<file path="src/rtl/cmd_param_bank_if.sv">
// Avalon-MM slave bundle for the command/parameter bank.
// The host side uses master; the register bank uses slave.
interface cmd_param_bank_if #(
  parameter int ADDR_W = 16,
  parameter int DATA_W = 32
);
  logic [ADDR_W-1:0] address;
  logic [DATA_W-1:0] writedata;
  logic              write;
  logic              read;
  logic [DATA_W-1:0] readdata;
  logic              readdatavalid;

  modport master (
    output address, writedata, write, read,
    input  readdata, readdatavalid
  );

  modport slave (
    input  address, writedata, write, read,
    output readdata, readdatavalid
  );
endinterface

</file>
<file path="src/rtl/cmd_param_bank.sv">
// Multi-channel command/parameter bank: the host writes shadow parameters,
// which are committed atomically into active copies. CH_CTRL command bits
// fire as one-cycle pulses.
module cmd_param_bank #(
  parameter int N_CH        = 3,
  parameter int REGS_PER_CH = 8,
  parameter int DATA_W      = 32,
  parameter int ADDR_W      = 16
) (
  input  logic                                   clk,
  input  logic                                   rst,
  cmd_param_bank_if.slave                        avs_s0,
  input  logic                                   syncpulse,
  input  logic                                   turn_on_rf,
  output logic [N_CH-1:0]                        ch_stop,
  output logic [N_CH-1:0]                        ch_start,
  output logic [N_CH-1:0]                        ch_start_n,
  output logic [N_CH-1:0]                        ch_dir,
  output logic [N_CH-1:0]                        ch_auto,
  output logic [N_CH*(REGS_PER_CH-1)*DATA_W-1:0] param_active,
  output logic                                   commit_pulse,
  output logic                                   irq
);
  localparam int NP = REGS_PER_CH - 1;
  localparam int CH_W = (N_CH > 1) ? $clog2(N_CH) : 1;
  localparam logic [31:0] ID_VALUE = 32'h5246_0200;

  localparam logic [ADDR_W-1:0] ADDR_ID     = ADDR_W'(0);
  localparam logic [ADDR_W-1:0] ADDR_GCTRL  = ADDR_W'(1);
  localparam logic [ADDR_W-1:0] ADDR_STATUS = ADDR_W'(2);
  localparam logic [ADDR_W-1:0] ADDR_COUNT  = ADDR_W'(3);

  logic [DATA_W-1:0] shadow_param [N_CH][NP];
  logic [DATA_W-1:0] active_param [N_CH][NP];
  logic [N_CH-1:0]   shadow_dir;
  logic [N_CH-1:0]   shadow_auto;

  logic              auto_sync_en;
  logic              addr_err;
  logic              pending;
  logic              status_rf;
  logic              sync_prev;
  logic [15:0]       commit_count;
  logic [DATA_W-1:0] rdata_q;
  logic              rvalid_q;

  logic [ADDR_W-1:0] addr;
  logic [DATA_W-1:0] wdata;
  logic              wr;
  logic              rd;
  logic              hit_id;
  logic              hit_gctrl;
  logic              hit_status;
  logic              hit_count;
  logic              hit_ch;
  logic [CH_W-1:0]   ch_sel;
  logic [3:0]        reg_sel;
  logic              mapped;
  logic              err_set;
  logic              err_clr;
  logic              shadow_wr;
  logic              sync_edge;
  logic              commit_req;
  logic              do_commit;
  logic [DATA_W-1:0] rd_mux;

  assign addr  = avs_s0.address;
  assign wdata = avs_s0.writedata;
  assign wr    = avs_s0.write;
  // A write in the same cycle as a read takes the port; the read is dropped.
  assign rd    = avs_s0.read & ~avs_s0.write;

  assign avs_s0.readdata      = rdata_q;
  assign avs_s0.readdatavalid = rvalid_q;
  assign irq                  = addr_err;

  // NOTE: every signal written in always_comb gets a default first, so no
  // path through the block leaves a value undefined and no latch is inferred.
  always_comb begin
    hit_id     = (addr == ADDR_ID);
    hit_gctrl  = (addr == ADDR_GCTRL);
    hit_status = (addr == ADDR_STATUS);
    hit_count  = (addr == ADDR_COUNT);
    reg_sel    = addr[3:0];
    hit_ch     = 1'b0;
    ch_sel     = '0;
    for (int c = 0; c < N_CH; c++) begin
      if (addr[ADDR_W-1:4] == (ADDR_W-4)'(c + 1) && int'(reg_sel) < REGS_PER_CH) begin
        hit_ch = 1'b1;
        ch_sel = CH_W'(c);
      end
    end
  end

  assign mapped     = hit_id | hit_gctrl | hit_status | hit_count | hit_ch;
  assign err_set    = (rd & ~mapped) | (wr & (~mapped | hit_id | hit_count));
  assign err_clr    = wr & hit_status & wdata[0];
  assign shadow_wr  = wr & hit_ch;
  assign sync_edge  = syncpulse & ~sync_prev;
  assign commit_req = (wr & hit_gctrl & wdata[0]) | (auto_sync_en & sync_edge);
  assign do_commit  = commit_req & pending;

  always_comb begin
    rd_mux = '0;
    if (hit_id) begin
      rd_mux = DATA_W'(ID_VALUE);
    end else if (hit_gctrl) begin
      rd_mux = DATA_W'({auto_sync_en, 1'b0});
    end else if (hit_status) begin
      rd_mux = DATA_W'({status_rf, pending, addr_err});
    end else if (hit_count) begin
      rd_mux = DATA_W'(commit_count);
    end else if (hit_ch) begin
      for (int c = 0; c < N_CH; c++) begin
        if (ch_sel == CH_W'(c)) begin
          if (reg_sel == 4'd0)
            rd_mux = DATA_W'({shadow_auto[c], shadow_dir[c], 3'b000});
          for (int r = 1; r < REGS_PER_CH; r++)
            if (reg_sel == 4'(r)) rd_mux = shadow_param[c][r-1];
        end
      end
    end
  end

  always_comb begin
    param_active = '0;
    for (int c = 0; c < N_CH; c++)
      for (int r = 0; r < NP; r++)
        param_active[(c*NP + r)*DATA_W +: DATA_W] = active_param[c][r];
  end

  // NOTE: state is updated only with non-blocking assignments, so every
  // right-hand side sees pre-edge values; a commit coinciding with a shadow
  // write therefore captures the old shadow contents.
  always_ff @(posedge clk) begin
    if (!rst) begin
      // NOTE: the parameter arrays are reset explicitly, because a reset
      // must leave nothing stale to be committed later.
      for (int c = 0; c < N_CH; c++) begin
        for (int r = 0; r < NP; r++) begin
          shadow_param[c][r] <= '0;
          active_param[c][r] <= '0;
        end
      end
      shadow_dir   <= '0;
      shadow_auto  <= '0;
      ch_dir       <= '0;
      ch_auto      <= '0;
      ch_stop      <= '0;
      ch_start     <= '0;
      ch_start_n   <= '0;
      auto_sync_en <= 1'b0;
      addr_err     <= 1'b0;
      pending      <= 1'b0;
      status_rf    <= 1'b0;
      sync_prev    <= 1'b0;
      commit_count <= '0;
      commit_pulse <= 1'b0;
      rdata_q      <= '0;
      rvalid_q     <= 1'b0;
    end else begin
      ch_stop      <= '0;
      ch_start     <= '0;
      ch_start_n   <= '0;
      commit_pulse <= 1'b0;
      sync_prev    <= syncpulse;
      status_rf    <= turn_on_rf;
      rvalid_q     <= rd;
      if (rd) rdata_q <= rd_mux;

      // Set wins over the W1C clear in the same cycle.
      addr_err <= err_set | (addr_err & ~err_clr);

      if (wr & hit_gctrl) auto_sync_en <= wdata[1];

      if (do_commit) begin
        for (int c = 0; c < N_CH; c++)
          for (int r = 0; r < NP; r++)
            active_param[c][r] <= shadow_param[c][r];
        ch_dir       <= shadow_dir;
        ch_auto      <= shadow_auto;
        commit_count <= commit_count + 16'd1;
        commit_pulse <= 1'b1;
      end

      if (shadow_wr) begin
        for (int c = 0; c < N_CH; c++) begin
          if (ch_sel == CH_W'(c)) begin
            if (reg_sel == 4'd0) begin
              ch_stop[c]     <= wdata[0];
              ch_start[c]    <= wdata[1];
              ch_start_n[c]  <= wdata[2];
              shadow_dir[c]  <= wdata[3];
              shadow_auto[c] <= wdata[4];
            end
            for (int r = 1; r < REGS_PER_CH; r++)
              if (reg_sel == 4'(r)) shadow_param[c][r-1] <= wdata;
          end
        end
      end

      pending <= shadow_wr | (pending & ~do_commit);
    end
  end
endmodule

</file>
<file path="src/flat_wrapper.sv">
// flat-port wrapper written by rule: the top's interface ports become plain ports
module cmd_param_bank_flat 
#(
  parameter int N_CH        = 3,
  parameter int REGS_PER_CH = 8,
  parameter int DATA_W      = 32,
  parameter int ADDR_W      = 16
)
  (clk, rst, syncpulse, turn_on_rf, ch_stop, ch_start, ch_start_n, ch_dir, ch_auto, param_active, commit_pulse, irq, avs_s0_address, avs_s0_writedata, avs_s0_write, avs_s0_read, avs_s0_readdata, avs_s0_readdatavalid);
  cmd_param_bank_if #(.ADDR_W(ADDR_W), .DATA_W(DATA_W)) avs_s0_i ();
  input  logic clk;
  input  logic rst;
  input  logic syncpulse;
  input  logic turn_on_rf;
  output logic [N_CH-1:0] ch_stop;
  output logic [N_CH-1:0] ch_start;
  output logic [N_CH-1:0] ch_start_n;
  output logic [N_CH-1:0] ch_dir;
  output logic [N_CH-1:0] ch_auto;
  output logic [N_CH*(REGS_PER_CH-1)*DATA_W-1:0] param_active;
  output logic commit_pulse;
  output logic irq;
  input wire logic [$bits(avs_s0_i.address)-1:0] avs_s0_address;
  input wire logic [$bits(avs_s0_i.writedata)-1:0] avs_s0_writedata;
  input wire logic [$bits(avs_s0_i.write)-1:0] avs_s0_write;
  input wire logic [$bits(avs_s0_i.read)-1:0] avs_s0_read;
  output wire logic [$bits(avs_s0_i.readdata)-1:0] avs_s0_readdata;
  output wire logic [$bits(avs_s0_i.readdatavalid)-1:0] avs_s0_readdatavalid;
  assign avs_s0_i.address = avs_s0_address;
  assign avs_s0_i.writedata = avs_s0_writedata;
  assign avs_s0_i.write = avs_s0_write;
  assign avs_s0_i.read = avs_s0_read;
  assign avs_s0_readdata = avs_s0_i.readdata;
  assign avs_s0_readdatavalid = avs_s0_i.readdatavalid;
  cmd_param_bank #(.N_CH(N_CH), .REGS_PER_CH(REGS_PER_CH), .DATA_W(DATA_W), .ADDR_W(ADDR_W)) u_core (.clk(clk), .rst(rst), .avs_s0(avs_s0_i), .syncpulse(syncpulse), .turn_on_rf(turn_on_rf), .ch_stop(ch_stop), .ch_start(ch_start), .ch_start_n(ch_start_n), .ch_dir(ch_dir), .ch_auto(ch_auto), .param_active(param_active), .commit_pulse(commit_pulse), .irq(irq));
endmodule
</file>
<file path="config.mk">
export PLATFORM = sky130hd
export DESIGN_NAME = cmd_param_bank_flat
export DESIGN_NICKNAME = d
export VERILOG_FILES = /design/src/rtl/cmd_param_bank_if.sv /design/src/rtl/cmd_param_bank.sv /design/src/flat_wrapper.sv
export SDC_FILE = /design/constraint.sdc
export NUM_CORES = 2
export LEC_CHECK = 0
export CAP_MARGIN = 20
export CORE_AREA = 3 3 353 355
export CTS_BUF_LIST = sky130_fd_sc_hd__clkbuf_4 sky130_fd_sc_hd__clkbuf_8 sky130_fd_sc_hd__clkbuf_16
export CTS_CLUSTER_DIAMETER = 40
export DETAILED_ROUTE_END_ITERATION = 16
export DIE_AREA = 0 0 356 358
export DONT_BUFFER_PORTS = 1
export HOLD_SLACK_MARGIN = 0.06
export SLEW_MARGIN = 25
export SYNTH_ARGS = -nofsm -noshare
export SYNTH_HDL_FRONTEND = slang
export SYNTH_SLANG_ARGS = --single-unit
</file>
<file path="constraint.sdc">
create_clock -name clk -period 108.4 [get_ports clk]
set_input_delay 0 -clock clk [delete_from_list [all_inputs] [get_ports clk]]
set_output_delay 0 -clock clk [all_outputs]
set_load 0.01 [all_outputs]
</file>
==> flow_summary.json <==
{
  "status": "finished, final reports clean",
  "first_pass_iters": 6,
  "post-route-min-period_ps": 6140,
  "grt_max_degree": 747,
  "die_h_um": 358,
  "drt_wl_total_um": 254000,
  "dieArea_um2": 127000,
  "p_int_mw": 1.01,
  "via_per_inst": 6.60,
  "dr_total_vias": 41700,
  "clockBufferDepth": 3,
  "grt_pass1_vias": 39500,
  "start_kind": "input pin",
  "critPathCaptureType": "flip-flop",
  "clock_skew_ps": 37.5,
  "async_flop_share_pct": 0,
  "tightestPinTransition_ps": 1260,
  "rows": 128,
  "max_slew_margin_pct": 16.1,
  "synthesis.nets": 4580,
  "finalInstanceArea_um2": 70100,
  "postCtsSetupBuffers": 0,
  "syn_area_um2": 60700,
  "antenna_found_initial": 28,
  "core_area_um2": 122000,
  "yosys-top-cells-count": "1344 x edfxtp_1, 691 x and2_1, 687 x and3_1, 243 x clkbuf_1, 186 x o21ai_0",
  "grt_overflow": 0,
  "drv_slew": 0,
  "ys_ff_latch": 1420,
  "p_clk_share_pct": 46.4,
  "first_iter_violations": 6850,
  "top_layer_used": "met4",
  "setup_viol": 0,
  "drive_above_1_share_pct": 12.2,
  "die_w_um": 356,
  "finalHoldViolations": 0,
  "yosysMostFrequentCell": "edfxtp_1",
  "fmaxAchievable_mhz": 163,
  "synthDominantCellAreaShare_pct": 66.5,
  "wl_met3_um": 32100,
  "pre_cts_slack_ps": 102840,
  "placed_area_um2": 61700,
  "wl_met1_um": 88600,
  "cts_root_buffer": "clkbuf_16",
  "pwr-share-comb_pct": 5.2,
  "start_util_pct": 49.8,
  "drc_errors": 0,
  "pwr-share-seq_pct": 48.3,
  "synth_ff_type": "edfxtp_1",
  "p_leak_nw": 27.2,
  "synth_edf_count": 1344,
  "place_inst": 5794,
  "hpwl_um": 158000,
  "r2r_cells": 7,
  "ir_drop_mv": 0.0163,
  "grt_pass1_wl_um": 337000,
  "ant_nets": 0,
  "hold_depth": 6,
  "wl_per_cell_um": 40.2,
  "syn2layout_area_growth_pct": 15.6,
  "switching_share_pct": 24.6,
  "required_ps": 108840,
  "cp.arrival_ps": 6570,
  "worstSetupPathType": "input pin to flip-flop",
  "syn_avg_cell_area_um2": 13.4,
  "dr_wl_met2_um": 114000,
  "synth_warnings": 0,
  "p_sw_mw": 0.328,
  "nets": 4566,
  "hold_class": "input pin to flip-flop",
  "synth_cells": 4525,
  "fin_crit_sh_pct": 5.66,
  "rsz0062_at_grt": "no",
  "ys_types": 83,
  "crit_fanout": 126,
  "cts_tree": "yes",
  "io_pins": 776,
  "yosysSeqAreaShare_pct": 69.0,
  "maxCapViolations": 0,
  "track_usage_pct": 38.9,
  "synth.area.top_cells": "edfxtp_1 67%, and2_1 7.1%, and3_1 7.1%",
  "clk_pin_slew_worst_paths_ps": 50,
  "fin_setup_tns_ps": 0,
  "place_congestion": 0.940,
  "worstSkewPairLatency_ps": 820,
  "power.total_mw": 1.34,
  "p_per_area_nw_per_um2": 19.0,
  "port_buffers": 0,
  "cts_htree_levels": 4,
  "yosysTopAreaCell": "edfxtp_1",
  "cts_sinks": 1420,
  "final_core_util_pct": 57.6,
  "layout_setup_ws_ps": 102260,
  "cts_buffers": 186,
  "finalNonFillerCells": 6315,
  "hold_ws_ps": 142
}
==> layout make-up <==
type | instances | area, um^2
Timing Repair Buffer | 240 | 2820
Tap cell | 1625 | 2030
Multi-Input combinational cell | 2654 | 17100
Antenna cell | 20 | 50.0
Inverter | 9 | 33.8
Sequential cell | 1420 | 41900
Fill cell | 9719 | 51600
Clock inverter | 131 | 1260
Clock buffer | 216 | 4990
==> placed cells by master (no fill, tap or decap), types with 31 or more instances in the layout <==
| master | synthesis | final |
|---|---|---|
| o22ai_1 | 69 | 69 |
| edfxtp_1 | 1344 | 1344 |
| dlygate4sd3_1 | 0 | 106 |
| nor2b_1 | 54 | 51 |
| nor2_1 | 159 | 151 |
| a211oi_1 | 34 | 34 |
| a21oi_1 | 184 | 184 |
| buf_12 | 0 | 36 |
| and3_1 | 687 | 687 |
| mux2i_1 | 66 | 66 |
| nand2_1 | 94 | 94 |
| and2_1 | 691 | 691 |
| buf_4 | 21 | 80 |
| a22oi_1 | 39 | 39 |
| clkbuf_16 | 0 | 192 |
| o21ai_0 | 186 | 164 |
| dfxtp_1 | 76 | 76 |
| inv_6 | 0 | 31 |
==> routing by layer <==
metal  global-route usage, %  vias to the layer above
met5                       0                        -
met1                    47.3                    21100
li1                        -                    16900
met3                    13.5                      658
met4                    24.7                        0
met2                    59.4                     3020
==> timing repair <==
| item | in CTS | in global routing |
|---|---|---|
| gates resized for setup | 0 | 0 |
| hold endpoints to repair | 1968 | 114 |
| hold buffers | 143 | 3 |
==> state kept, by name (all words and copies together) (netlist names) <==
name,flops
u_core.status_rf,1
u_core.commit_count,16
u_core.pending,1
u_core.irq,1
u_core.ch_start,3
u_core.auto_sync_en,1
u_core.commit_pulse,1
u_core.active_param,672
u_core.shadow_param,672
u_core.shadow_auto,3
u_core.sync_prev,1
u_core.avs_s0.readdatavalid,1
u_core.ch_start_n,3
u_core.ch_stop,3
u_core.ch_auto,3
u_core.avs_s0.readdata,32
u_core.ch_dir,3
u_core.shadow_dir,3
==> power by group through the flow <==
stage / logic [mW] / clock network, mW / registers, mW
floorplan: 0.0321 / 0 / 0.667
global placement: 0.0450 / 0 / 0.656
detailed placement: 0.0457 / 0 / 0.656
CTS: 0.0667 / 0.621 / 0.645
global route: 0.0704 / 0.645 / 0.646
finish: 0.0698 / 0.620 / 0.645
==> cell families (layout without fill, tap and decap cells) <==
logic type               Yosys count  after routing  share of synthesized area, %
adder cells (fa/ha/maj)            1              1                        0.0206
AO/OA/AOI/OAI                    723            723                          7.64
flip-flops                      1420           1420                          69.0
AND/OR/NAND/NOR                 1821           1821                          17.9
multiplexers                      97             97                          1.70
buffers and inverters            451            596                          3.54
XOR/XNOR                          12             12                         0.173
other                              0             20                             0
==> path summary, 6_finish.rpt <==
| check | start | endpoint | slack [ps] |
|---|---|---|---|
| worst max-delay path | avs_s0_address[11] | u_core.active_param[0][10]$_SDFFCE_PN0P_ | 102260 |
| worst min-delay path | avs_s0_address[2] | u_core.avs_s0.readdata[20]$_SDFFE_PN0P_ | 140 |
| worst max register to register | u_core.auto_sync_en$_SDFFE_PN0P_ | u_core.active_param[0][10]$_SDFFCE_PN0P_ | 103630 |
| worst min register to register | u_core.commit_count[5]$_SDFFE_PN0P_ | u_core.commit_count[5]$_SDFFE_PN0P_ | 520 |
==> worst max-delay path, cell delays in order <==
cell and delay, ps:
dlygate4sd3_1 580, nor4_4 480, dlygate4sd3_1 770, and4_1 610, and4_1 330, nor2_1 110
o21ai_4 810, buf_12 350, buf_16 440, buf_4 860, buf_4 860
(Power assumes the default switching activity.)
